===== config.mk =====
export PLATFORM = sky130hd
export DESIGN_NAME = shift64_seq
export DESIGN_NICKNAME = d
export VERILOG_FILES = /design/src/rtl/shift64_seq_pkg.sv /design/src/rtl/shift64_seq_shifter.sv /design/src/rtl/shift64_seq.sv
export SDC_FILE = /design/constraint.sdc
export NUM_CORES = 1
export LEC_CHECK = 0
export ABC_AREA = 0
export CORE_ASPECT_RATIO = 1.25
export CORE_UTILIZATION = 30
export CTS_CLUSTER_DIAMETER = 120
export CTS_CLUSTER_SIZE = 24
export DETAILED_ROUTE_END_ITERATION = 6
export GPL_ROUTABILITY_DRIVEN = 0
export PLACE_DENSITY = 0.5
export SLEW_MARGIN = 20
export SYNTH_ARGS = -nofsm -noshare
export SYNTH_HDL_FRONTEND = slang
export SYNTH_SLANG_ARGS = --single-unit

===== constraint.sdc =====
create_clock -name clk -period 15.2 [get_ports clk]
set_input_delay 3.04 -clock clk [delete_from_list [all_inputs] [get_ports clk]]
set_output_delay 3.04 -clock clk [all_outputs]
set_load 0.1 [all_outputs]

===== src/rtl/shift64_seq_pkg.sv =====
// Shared types for the 64-bit double-word shift sequencer: state encoding,
// control-bit positions and the latched-operation record.
package shift64_seq_pkg;

   typedef enum logic [2:0] {
      S_IDLE = 3'd0,
      S_P_HI = 3'd1,
      S_P_LO = 3'd2,
      S_P_X  = 3'd3,
      S_DONE = 3'd4
   } state_t;

   // Bit positions inside the direction/arith control field (shared with the decoder)
   localparam int CTL_RIGHT = 0;
   localparam int CTL_ARITH = 1;

   typedef struct packed {
      logic [31:0] hi;
      logic [31:0] lo;
      logic [5:0]  sa;
      logic [1:0]  ctl;
   } op_t;

   // Complementary shift distance for the cross-word phase, (32-k) mod 32
   function automatic logic [4:0] neg5(input logic [4:0] k);
      return 5'd0 - k;
   endfunction

endpackage


===== src/rtl/shift64_seq_shifter.sv =====
// 32-bit combinational shifter shared by every phase of the sequencer.
module SHIFTER_32 (
   input  logic [31:0] a,
   input  logic [4:0]  k,
   input  logic        right,
   input  logic        Arith,
   output logic [31:0] y
);

   logic signed [31:0] a_s;

   always_comb begin
      a_s = a;
      if (!right)     y = a << k;
      else if (Arith) y = a_s >>> k;
      else            y = a >> k;
   end

endmodule


===== src/rtl/shift64_seq.sv =====
// Multi-cycle 64-bit shifter: builds {hi,lo} shifts from up to three passes
// through one 32-bit shifter, with a start/busy/done handshake.
module shift64_seq
   import shift64_seq_pkg::*;
(
   input  logic        clk,
   input  logic        rst,
   input  logic        start,
   input  logic [31:0] hi_in,
   input  logic [31:0] lo_in,
   input  logic [5:0]  sa,
   input  logic        arith,
   input  logic        right,
   output logic        busy,
   output logic        done,
   output logic [31:0] hi_out,
   output logic [31:0] lo_out
);

   state_t      state;
   op_t         op;
   logic [31:0] acc_hi, acc_lo;

   logic [4:0]  k, kc;
   logic        big, r, ar;
   logic [31:0] sh_a, sh_y;
   logic [4:0]  sh_k;
   logic        sh_r, sh_ar;

   assign k   = op.sa[4:0];
   assign kc  = neg5(k);
   assign big = op.sa[5];
   assign r   = op.ctl[CTL_RIGHT];
   assign ar  = op.ctl[CTL_ARITH] & r;

   // Shifter input muxes; only a right shift of the high word may sign-fill
   always_comb begin
      sh_a  = op.lo;
      sh_k  = k;
      sh_r  = 1'b0;
      sh_ar = 1'b0;
      case (state)
         S_P_HI: begin
            if (big && !r) begin
               sh_a = op.lo;
            end else begin
               sh_a  = op.hi;
               sh_r  = r;
               sh_ar = ar;
            end
         end
         S_P_LO: begin
            sh_a = op.lo;
            sh_r = r;
         end
         S_P_X: begin
            sh_k = kc;
            sh_a = r ? op.hi : op.lo;
            sh_r = ~r;
         end
         default: ;
      endcase
   end

   SHIFTER_32 u_shifter (
      .a     (sh_a),
      .k     (sh_k),
      .right (sh_r),
      .Arith (sh_ar),
      .y     (sh_y)
   );

   always_ff @(posedge clk or posedge rst) begin
      if (rst) begin
         state  <= S_IDLE;
         op     <= '0;
         acc_hi <= '0;
         acc_lo <= '0;
         hi_out <= '0;
         lo_out <= '0;
         busy   <= 1'b0;
         done   <= 1'b0;
      end else begin
         done <= 1'b0;
         case (state)
            S_IDLE: begin
               if (start) begin
                  op   <= '{hi: hi_in, lo: lo_in, sa: sa, ctl: {arith, right}};
                  busy <= 1'b1;
                  if (sa == 6'd0) begin
                     hi_out <= hi_in;
                     lo_out <= lo_in;
                     done   <= 1'b1;
                     state  <= S_DONE;
                  end else begin
                     state <= S_P_HI;
                  end
               end
            end
            S_P_HI: begin
               if (big) begin
                  if (r) begin
                     acc_hi <= {32{ar & op.hi[31]}};
                     acc_lo <= sh_y;
                     hi_out <= {32{ar & op.hi[31]}};
                     lo_out <= sh_y;
                  end else begin
                     acc_hi <= sh_y;
                     acc_lo <= '0;
                     hi_out <= sh_y;
                     lo_out <= '0;
                  end
                  done  <= 1'b1;
                  state <= S_DONE;
               end else begin
                  acc_hi <= sh_y;
                  state  <= S_P_LO;
               end
            end
            S_P_LO: begin
               acc_lo <= sh_y;
               state  <= S_P_X;
            end
            S_P_X: begin
               if (r) begin
                  acc_lo <= acc_lo | sh_y;
                  lo_out <= acc_lo | sh_y;
                  hi_out <= acc_hi;
               end else begin
                  acc_hi <= acc_hi | sh_y;
                  hi_out <= acc_hi | sh_y;
                  lo_out <= acc_lo;
               end
               done  <= 1'b1;
               state <= S_DONE;
            end
            S_DONE: begin
               busy  <= 1'b0;
               state <= S_IDLE;
            end
            default: state <= S_IDLE;
         endcase
      end
   end

endmodule


==> flow_metrics.tcl <==
set metrics [dict create \
    worst_slew_pin_slew_ps 1080 \
    antenna_cells 0 \
    synth_cell_types 91 \
    seq_area_frac_synth_pct 36.3 \
    end_kind "flop" \
    hold_viol 0 \
    drt-initial-drc-count 1855 \
    grt_overflow 0 \
    boundaryPins 141 \
    netlist_area_sq_um 14100 \
    grt_pass1_wl_um 97700 \
    required_ps 15610 \
    relSlewSlack_pct 27.7 \
    path_max_fanout 35 \
    yosysMostFrequentCell "dfrtp_1" \
    grt_max_degree 74 \
    synth_nets 1642 \
    worstPathArrival_ps 6490 \
    rsz0062_at_grt "false" \
    ys_warn_count 0 \
    grt_usage_pct 27.6 \
    synth_top_area_share_pct 36.3 \
    synthArstFlopShare_pct 100 \
    rows 88 \
    numCtsBuffers 12 \
    core_sq_um 46200 \
    hold_end "acc_lo[16]$_DFFE_PP0P_" \
    syn_inst 1566 \
    hold_path_class "flop to flop" \
    cts_tree "done" \
    routed_via_density 6.58 \
    cts_resized 0 \
    nFillCells 4809 \
    reg2reg_from "k[0]$_DFFE_PP0P_" \
    clkLatencyLatePin_ps 510 \
    area_delta_synth_final_pct 14.8 \
    postCtsSetupBuffers 0 \
    max_freq_mhz 164 \
    regToRegEndpoint "lo_out[9]$_DFFE_PP0P_" \
    synthTopCellsByArea "dfrtp_1 (36%), mux2_2 (6.2%), a21oi_1 (4.8%)" \
    antenna_left 0 \
    wl_per_cell_um 30.6 \
    ctsHoldBuffers 0 \
    ctsHtreeMaxLevel 1 \
    clock-sinks 205 \
    hold_depth 2 \
    grt_pass1_vias 13500 \
    worstHoldStart "acc_lo[16]$_DFFE_PP0P_" \
    min_period_ps 6090 \
    ys_ff_latch 205 \
    setup_viol 0 \
    first_pass_iters 7 \
    clk_pin_slew_ps 100 \
    final_layout_size_suffix_gt1_share_pct 12.9 \
    avgSynthCellArea_sq_um 9.01 \
    r2r_setup_slack_ps 9700 \
    die_w_um 196 \
    drc_errors 1 \
    path_class "input pin to flop" \
    die_h_um 245 \
    root_buffer "clkbuf_16" \
    synth_edf_count 0 \
    period_share_pct 40.1 \
    status "complete, but fails checks" \
    synthTopCellsByCount "dfrtp_1 (205), nand2_1 (141), a21oi_1 (136), nor2_1 (108), o21ai_0 (104)" \
    num_vias 14500 \
    die-area_sq_um 47900 \
    port_buffers 140 \
    cp-start-kind "input pin" \
    initial_utilization_pct 30.5 \
    antenna_found_initial 1 \
    wirelength_um 67300 \
    finalClockSkew_ps 23.5 \
    slew_viol_final 0 \
    fin_nets 1691 \
    synth_top_area_cell "dfrtp_1" \
    rr_worst_depth 13 \
    violations "DRC" \
    maxCapViolations 0 \
    place_hpwl_um 49300 \
    clockBufferDepth 3 \
    synth_flop_cell "dfrtp_1" \
    tns_ps 0 \
]
cells in the final DEF, fill, tap and decap left out, drive strengths merged, types with 60 or more instances in the layout:
| master | n |
|---|---|
| clkdlybuf4s50 | 140 |
| dfrtp | 205 |
| nand2 | 142 |
| nand3 | 60 |
| o21ai | 127 |
| a21oi | 141 |
| nor3 | 63 |
| mux2 | 79 |
| a31oi | 65 |
| nor2 | 111 |
how the worst max path moves through the flow:
stage                     start                endpoint  slack (ps)  depth (start not counted)
after floorplan             rst   acc_hi[0]$_DFFE_PP0N_        6560                          1
after global placement    sa[0]  hi_out[17]$_DFFE_PP0P_        8760                         10
after detailed placement  sa[1]  hi_out[17]$_DFFE_PP0P_        8670                         10
after CTS                 sa[1]  hi_out[17]$_DFFE_PP0P_        9190                         10
after global routing      sa[0]  hi_out[17]$_DFFE_PP0P_        8940                         10
final                     sa[1]  hi_out[17]$_DFFE_PP0P_        9110                         10
metrics by stage:
stage	instance area (sq um)	hold WS, ps	setup WS, ps	cells	util, %
floorplan	14100	447	6560	1566	-
global placement	15900	460	8760	2185	34.3
detailed placement	15900	467	8670	2185	34.3
CTS	16200	491	9190	2201	35.0
global route	16200	516	8940	2202	35.1
finish	16200	487	9110	2202	35.1
area by class of cell:
type                            count  area (sq um)  share of cell area, %
Tap cell                          585           732                   4.52
Multi-Input combinational cell   1212          8290                   51.1
Timing Repair Buffer              175          1660                   10.3
Sequential cell                   205          5130                   31.7
Clock inverter                      1          11.3                 0.0695
Clock buffer                       15           343                   2.11
Inverter                            9          41.3                  0.255
critical path, cell delays in order:
cell and delay (ps):
clkdlybuf4s50_1 430, nor4_1 460, nand4_1 160, a21o_2 280
inv_2 500, buf_4 510, nand2_1 430, a221oi_1 340
o21ai_0 130, o22a_1 170
sequential cells by signal, indices dropped and copies added (netlist names):
name	cells
acc_hi	32
acc_lo	32
big	1
busy	1
done	1
hi_out	32
k	5
lo_out	32
op	66
state	3
cell families (layout without fill, tap and decap cells):
kind of cell / count (synthesis) / in the layout / synth area share [%]
buffers and inverters: 149 / 200 / 5.27
DFF: 205 / 205 / 36.3
xor gates and xnor gates: 5 / 5 / 0.603
and+or+nand+nor: 433 / 433 / 14.0
AOI/OAI and AO/OA: 628 / 628 / 30.4
adders and majority gates: 1 / 1 / 0.0886
muxes: 145 / 145 / 13.3
layer usage:
layer  up-vias  global-route usage [%]  share of wire, %
met3       202                    3.31               7.6
li1       6161                       -                 -
met2       912                    43.9                46
met5         -                       0                 0
met4         0                    16.9               7.0
met1      7210                    35.9                39
Power is not shown: default switching activity piles up to over one toggle a cycle in this logic, so the estimate is an artifact.
